==> src/rtl/conv_operand_loader.sv <==
// conv_operand_loader: gathers 16 serial 4-bit samples (8 signal, 8 kernel)
// and presents them as a stable parallel frame to the convolution stage.
// Ports:
//   clk, rst_n            clock and synchronous active-low reset
//   in_data, in_valid     serial sample input
//   in_ready              registered accept indication
//   abort                 drop the partially loaded frame
//   frame_ack             consumer has taken the presented frame
//   x0..x7, h0..h7        presented signal / kernel operands
//   frame_valid           x/h hold a complete frame
//   load_idx              index of next sample (0..15)
//   frame_cnt             completed frames, modulo 256
module conv_operand_loader (
    input  logic       clk,
    input  logic       rst_n,
    input  logic [3:0] in_data,
    input  logic       in_valid,
    output logic       in_ready,
    input  logic       abort,
    input  logic       frame_ack,
    output logic [3:0] x0,
    output logic [3:0] x1,
    output logic [3:0] x2,
    output logic [3:0] x3,
    output logic [3:0] x4,
    output logic [3:0] x5,
    output logic [3:0] x6,
    output logic [3:0] x7,
    output logic [3:0] h0,
    output logic [3:0] h1,
    output logic [3:0] h2,
    output logic [3:0] h3,
    output logic [3:0] h4,
    output logic [3:0] h5,
    output logic [3:0] h6,
    output logic [3:0] h7,
    output logic       frame_valid,
    output logic [3:0] load_idx,
    output logic [7:0] frame_cnt
);

    typedef enum logic {LOAD, HOLD} state_t;

    state_t     state;
    state_t     state_nx;
    logic       xfer;
    logic       last;
    logic [3:0] stage [16];
    logic [3:0] xr    [8];
    logic [3:0] hr    [8];

    always_comb begin
        state_nx = state;
        xfer     = 1'b0;
        last     = 1'b0;
        unique case (state)
            LOAD: begin
                xfer = in_valid && in_ready && !abort;
                last = xfer && (load_idx == 4'd15);
                if (last)
                    state_nx = HOLD;
            end
            HOLD: begin
                if (frame_ack)
                    state_nx = LOAD;
            end
        endcase
    end

    // in_ready is registered: it follows the next state, so it stays low
    // for the first edge after reset and drops on the completing edge.
    always_ff @(posedge clk) begin
        if (!rst_n) begin
            state    <= LOAD;
            in_ready <= 1'b0;
        end else begin
            state    <= state_nx;
            in_ready <= (state_nx == LOAD);
        end
    end

    always_ff @(posedge clk) begin
        if (!rst_n) begin
            load_idx  <= 4'd0;
            frame_cnt <= 8'd0;
            for (int i = 0; i < 16; i++)
                stage[i] <= 4'd0;
            for (int i = 0; i < 8; i++) begin
                xr[i] <= 4'd0;
                hr[i] <= 4'd0;
            end
        end else if (state == LOAD && abort) begin
            load_idx <= 4'd0;
        end else if (xfer) begin
            stage[load_idx] <= in_data;
            // 4-bit wrap returns the index to 0 on the last sample
            load_idx <= load_idx + 4'd1;
            if (last) begin
                for (int i = 0; i < 8; i++)
                    xr[i] <= stage[i];
                for (int i = 0; i < 7; i++)
                    hr[i] <= stage[i+8];
                // final sample bypasses staging into h7
                hr[7]     <= in_data;
                frame_cnt <= frame_cnt + 8'd1;
            end
        end
    end

    assign frame_valid = (state == HOLD);

    assign x0 = xr[0];
    assign x1 = xr[1];
    assign x2 = xr[2];
    assign x3 = xr[3];
    assign x4 = xr[4];
    assign x5 = xr[5];
    assign x6 = xr[6];
    assign x7 = xr[7];
    assign h0 = hr[0];
    assign h1 = hr[1];
    assign h2 = hr[2];
    assign h3 = hr[3];
    assign h4 = hr[4];
    assign h5 = hr[5];
    assign h6 = hr[6];
    assign h7 = hr[7];

endmodule

==> config.mk <==
export PLATFORM = sky130hd
export DESIGN_NAME = conv_operand_loader
export DESIGN_NICKNAME = d
export VERILOG_FILES = /design/src/rtl/conv_operand_loader.sv
export SDC_FILE = /design/constraint.sdc
export NUM_CORES = 1
export LEC_CHECK = 0
export BUFFER_PORTS_ARGS = -buffer_cell sky130_fd_sc_hd__buf_4
export CAP_MARGIN = 25
export CORE_MARGIN = 3
export CORE_UTILIZATION = 50
export DETAILED_ROUTE_END_ITERATION = 6
export GPL_TIMING_DRIVEN = 0
export PLACE_DENSITY = 0.72
export SYNTH_ARGS = -nofsm -noshare
export SYNTH_HDL_FRONTEND = slang
export SYNTH_SLANG_ARGS = --single-unit
==> constraint.sdc <==
create_clock -name clk -period 8.4 [get_ports clk]
set_input_delay 1.26 -clock clk [delete_from_list [all_inputs] [get_ports clk]]
set_output_delay 1.26 -clock clk [all_outputs]
set_load 0.005 [all_outputs]
==> impl_metrics.yaml <==
run_status:
  outcome: "completed"
placement:
  gp_congestion: 0.842
  placed_cells: 618
  dpl.hpwl_um: 7100
  numPortBuffers: 85
timing:
  worstMarginPinSlew_ns: 0.678
  max_freq_mhz: 355
  skew_ns: 0.0104
  setup_violations: 0
  fin_crit_ns: 2.82
  tns_ns: 0
  drv_slew: 0
  hold_ws_ns: 0.482
  rsz0062_at_grt: "no"
  slew_headroom: 0.543
  hold_violations: 0
  min_period_over_period: 0.336
routing:
  final_antenna_net_count: 0
  drt-total-wl_um: 10300
  routed_via_density: 5.18
  wire_per_inst_um: 15.8
  first_pass_iters: 5
  drc: 0
  route.vias.total: 3367
  drt-initial-drc-count: 224
synthesis:
  synthMuxAreaShare: 0.00924
  synth_top_family_by_area: "simple AND/OR/NAND/NOR gates"
  synthXorXnorAreaFrac: 0.00162
  ys_seq_area_frac: 0.740
  yosys.area_share.adder: 0.0116
  syn_area_um2: 5410
  yosys.cell_types.count: 31
  synth_seq_cells: 138
  synth_simple_gate_area_frac: 0.178
  avgSynthCellArea_um2: 13.7
  synthCells: 395
  yosys_warnings: 0
  syn_nets: 409
  synth_compound_area_frac: 0.0324
power_and_ir_drop:
  seqPwrFrac: 0.501
  p_comb_frac: 0.035
  internal-power_w: 0.00122
  p_leak_nw: 2.59
  p_total_w: 0.00155
  vdd_drop_max_mv: 0.110
  p_switching_w: 0.000325
  clkPwrFrac: 0.463
  power.share.switching: 0.210
  p_per_area_nw_per_um2: 225
worst_hold_path:
  hold_path_end: "frame_cnt[7]"
  hp-class: "flop to flop"
  hold_depth: 2
  min_from: "frame_cnt[7]"
cts:
  clock_sinks: 138
  cts.root.buffer_cell: "clkbuf_8"
  post-cts-setup-buffer-count: 0
  clkLatencyLatePin_ns: 0.52
  cts_tree: "done"
  cts_buffers: 17
  cts_max_level: 4
  clk_pin_slew_worst_paths_ns: 0.06
  cts-resized-gates: 0
  hold_buffers: 0
  cts_buffer_depth: 2
final_layout:
  syn_to_final_growth_pct: 26.7
  diodes: 0
  final_cells: 650
  nFillCells: 740
  layout-drive-gt1-share: 0.253
  nNetsFinal: 515
  final_core_util: 0.659
flow_run:
  cap_violations: 0
setup_path:
  required_ns: 8.55
  startpoint_type: "input port"
  crit_path_max_fanout: 10
  crit-reg2reg-launch: "load_idx[0]"
  critPathKind: "input port to flop"
  end_kind: "flop"
  ff2ff_path_depth: 5
  crit_arrival_ns: 2.97
  r2r_end: "stage[11][3]"
  rrSetupSlack_ns: 6.05
floorplan:
  io_pins: 87
  die_h_um: 110
  die-area_um2: 12100
  start_util: 0.520
  die_width_um: 110
  rows: 37
  core-area_um2: 10400
global_route:
  grt_overflow_total: 0
  grt_pass1_vias: 3212
  antenna_found_initial: 0
  grt_max_degree: 31
  grt_pass1_wl_um: 15900
  track_usage: 0.179
registers in the layout, indices dropped and copies added (netlist names):
signal and flops:
frame_cnt 8, frame_valid 1, in_ready 1, load_idx 4, hr 32, stage 60, xr 32
stage by stage:
| step | cell area [um2] | setup WS [ns] |
|---|---|---|
| floorplan | 5410 | 1.47 |
| global placement | 6220 | -0.383 |
| detailed placement | 6280 | 5.04 |
| CTS | 6860 | 5.59 |
| global route | 6860 | 5.48 |
| finish | 6860 | 5.58 |
power by group through the flow:
stage	Clock (W)	Combinational, W	Sequential [W]
CTS	0.000725	0.0000552	0.000776
floorplan	0	0.0000198	0.000792
global placement	0	0.0000507	0.000793
detailed placement	0	0.0000548	0.000790
finish	0.000717	0.0000546	0.000775
global route	0.000755	0.0000601	0.000777
critical path, stage by stage:
cell,delay (ns)
buf_4,0.12
or3b_1,0.38
buf_6,0.15
or3_1,0.33
buf_2,0.18
o21ai_0,0.55
metal layers:
metal,up-vias,wire [um],track usage,share of wire
met5,-,0,0,0
met4,0,221,0.0810,0.021
met3,23,758,0.0495,0.074
met2,139,4840,0.274,0.47
met1,1600,4460,0.240,0.43
li1,1605,-,-,-
worst max-delay path by stage:
stage                         endpoint  slack, ns  start
after CTS                 stage[11][3]       5.59  rst_n
after global placement        xr[1][3]      -0.38  abort
final                     stage[11][3]       5.58  abort
after global routing      stage[11][0]       5.48  rst_n
after detailed placement  stage[11][1]       5.04  rst_n
after floorplan               hr[0][0]       1.47  abort
final cells by class:
class | instances | area [um2] | area share
clock inverter | 14 | 161 | 0.0235
buffer | 23 | 124 | 0.0181
tap | 136 | 170 | 0.0248
sequential | 138 | 4000 | 0.584
multi-input combinational | 227 | 1270 | 0.185
timing repair buffer | 87 | 686 | 0.0999
clock buffer | 18 | 418 | 0.0609
inverter | 7 | 26.3 | 0.00383
synthesized netlist by cell type:
cell type,number,area (um2)
a21oi_1,6,30.0
and2_1,65,407
and4bb_2,1,12.5
buf_2,3,15.0
buf_4,1,7.51
buf_6,4,45.0
clkbuf_1,15,56.3
dfxtp_1,14,280
edfxtp_1,124,3720
ha_1,5,62.6
inv_1,7,26.3
mux2i_1,5,50.1
nand2_1,22,82.6
nand2b_1,4,25.0
nand3_1,3,15.0
nand4_1,7,43.8
nor2_1,64,240
nor2b_1,3,18.8
nor3b_1,1,7.51
nor4_1,3,18.8
nor4_4,1,21.3
o211ai_1,2,15.0
o21a_1,1,7.51
o21ai_0,20,100
o31ai_1,3,22.5
or2_2,1,6.26
or2b_1,1,7.51
or3_1,3,18.8
or3b_1,1,8.76
or4_1,4,30.0
xnor2_1,1,8.76
cell usage in the layout (no fill, tap or decap), drive strengths merged:
cell type / synthesis / final
nand2b: 4 / 4
nand4: 7 / 7
o31ai: 3 / 3
or3: 3 / 3
nor2: 64 / 64
buf: 8 / 95
o211ai: 2 / 2
or4: 4 / 4
or2: 1 / 1
clkinv: 0 / 4
clkbuf: 15 / 33
mux2i: 5 / 5
inv: 7 / 13
nor4: 4 / 4
o21a: 1 / 1
clkinvlp: 0 / 2
ha: 5 / 5
and4bb: 1 / 1
o21ai: 20 / 20
bufinv: 0 / 2
or2b: 1 / 1
a21oi: 6 / 6
nand2: 22 / 22
nor3b: 1 / 1
edfxtp: 124 / 124
nand3: 3 / 3
dfxtp: 14 / 14
or3b: 1 / 1
and2: 65 / 65
xnor2: 1 / 1
nor2b: 3 / 3
cell families (layout without fill, tap and decap cells):
| family | Yosys count | after routing |
|---|---|---|
| AOI/OAI and AO/OA | 32 | 32 |
| DFF | 138 | 138 |
| muxes | 5 | 5 |
| adders and majority gates | 5 | 5 |
| xor gates and xnor gates | 1 | 1 |
| and+or+nand+nor | 184 | 184 |
| buffers and inverters | 30 | 149 |
Note: power is estimated with default switching activity, not from simulation.
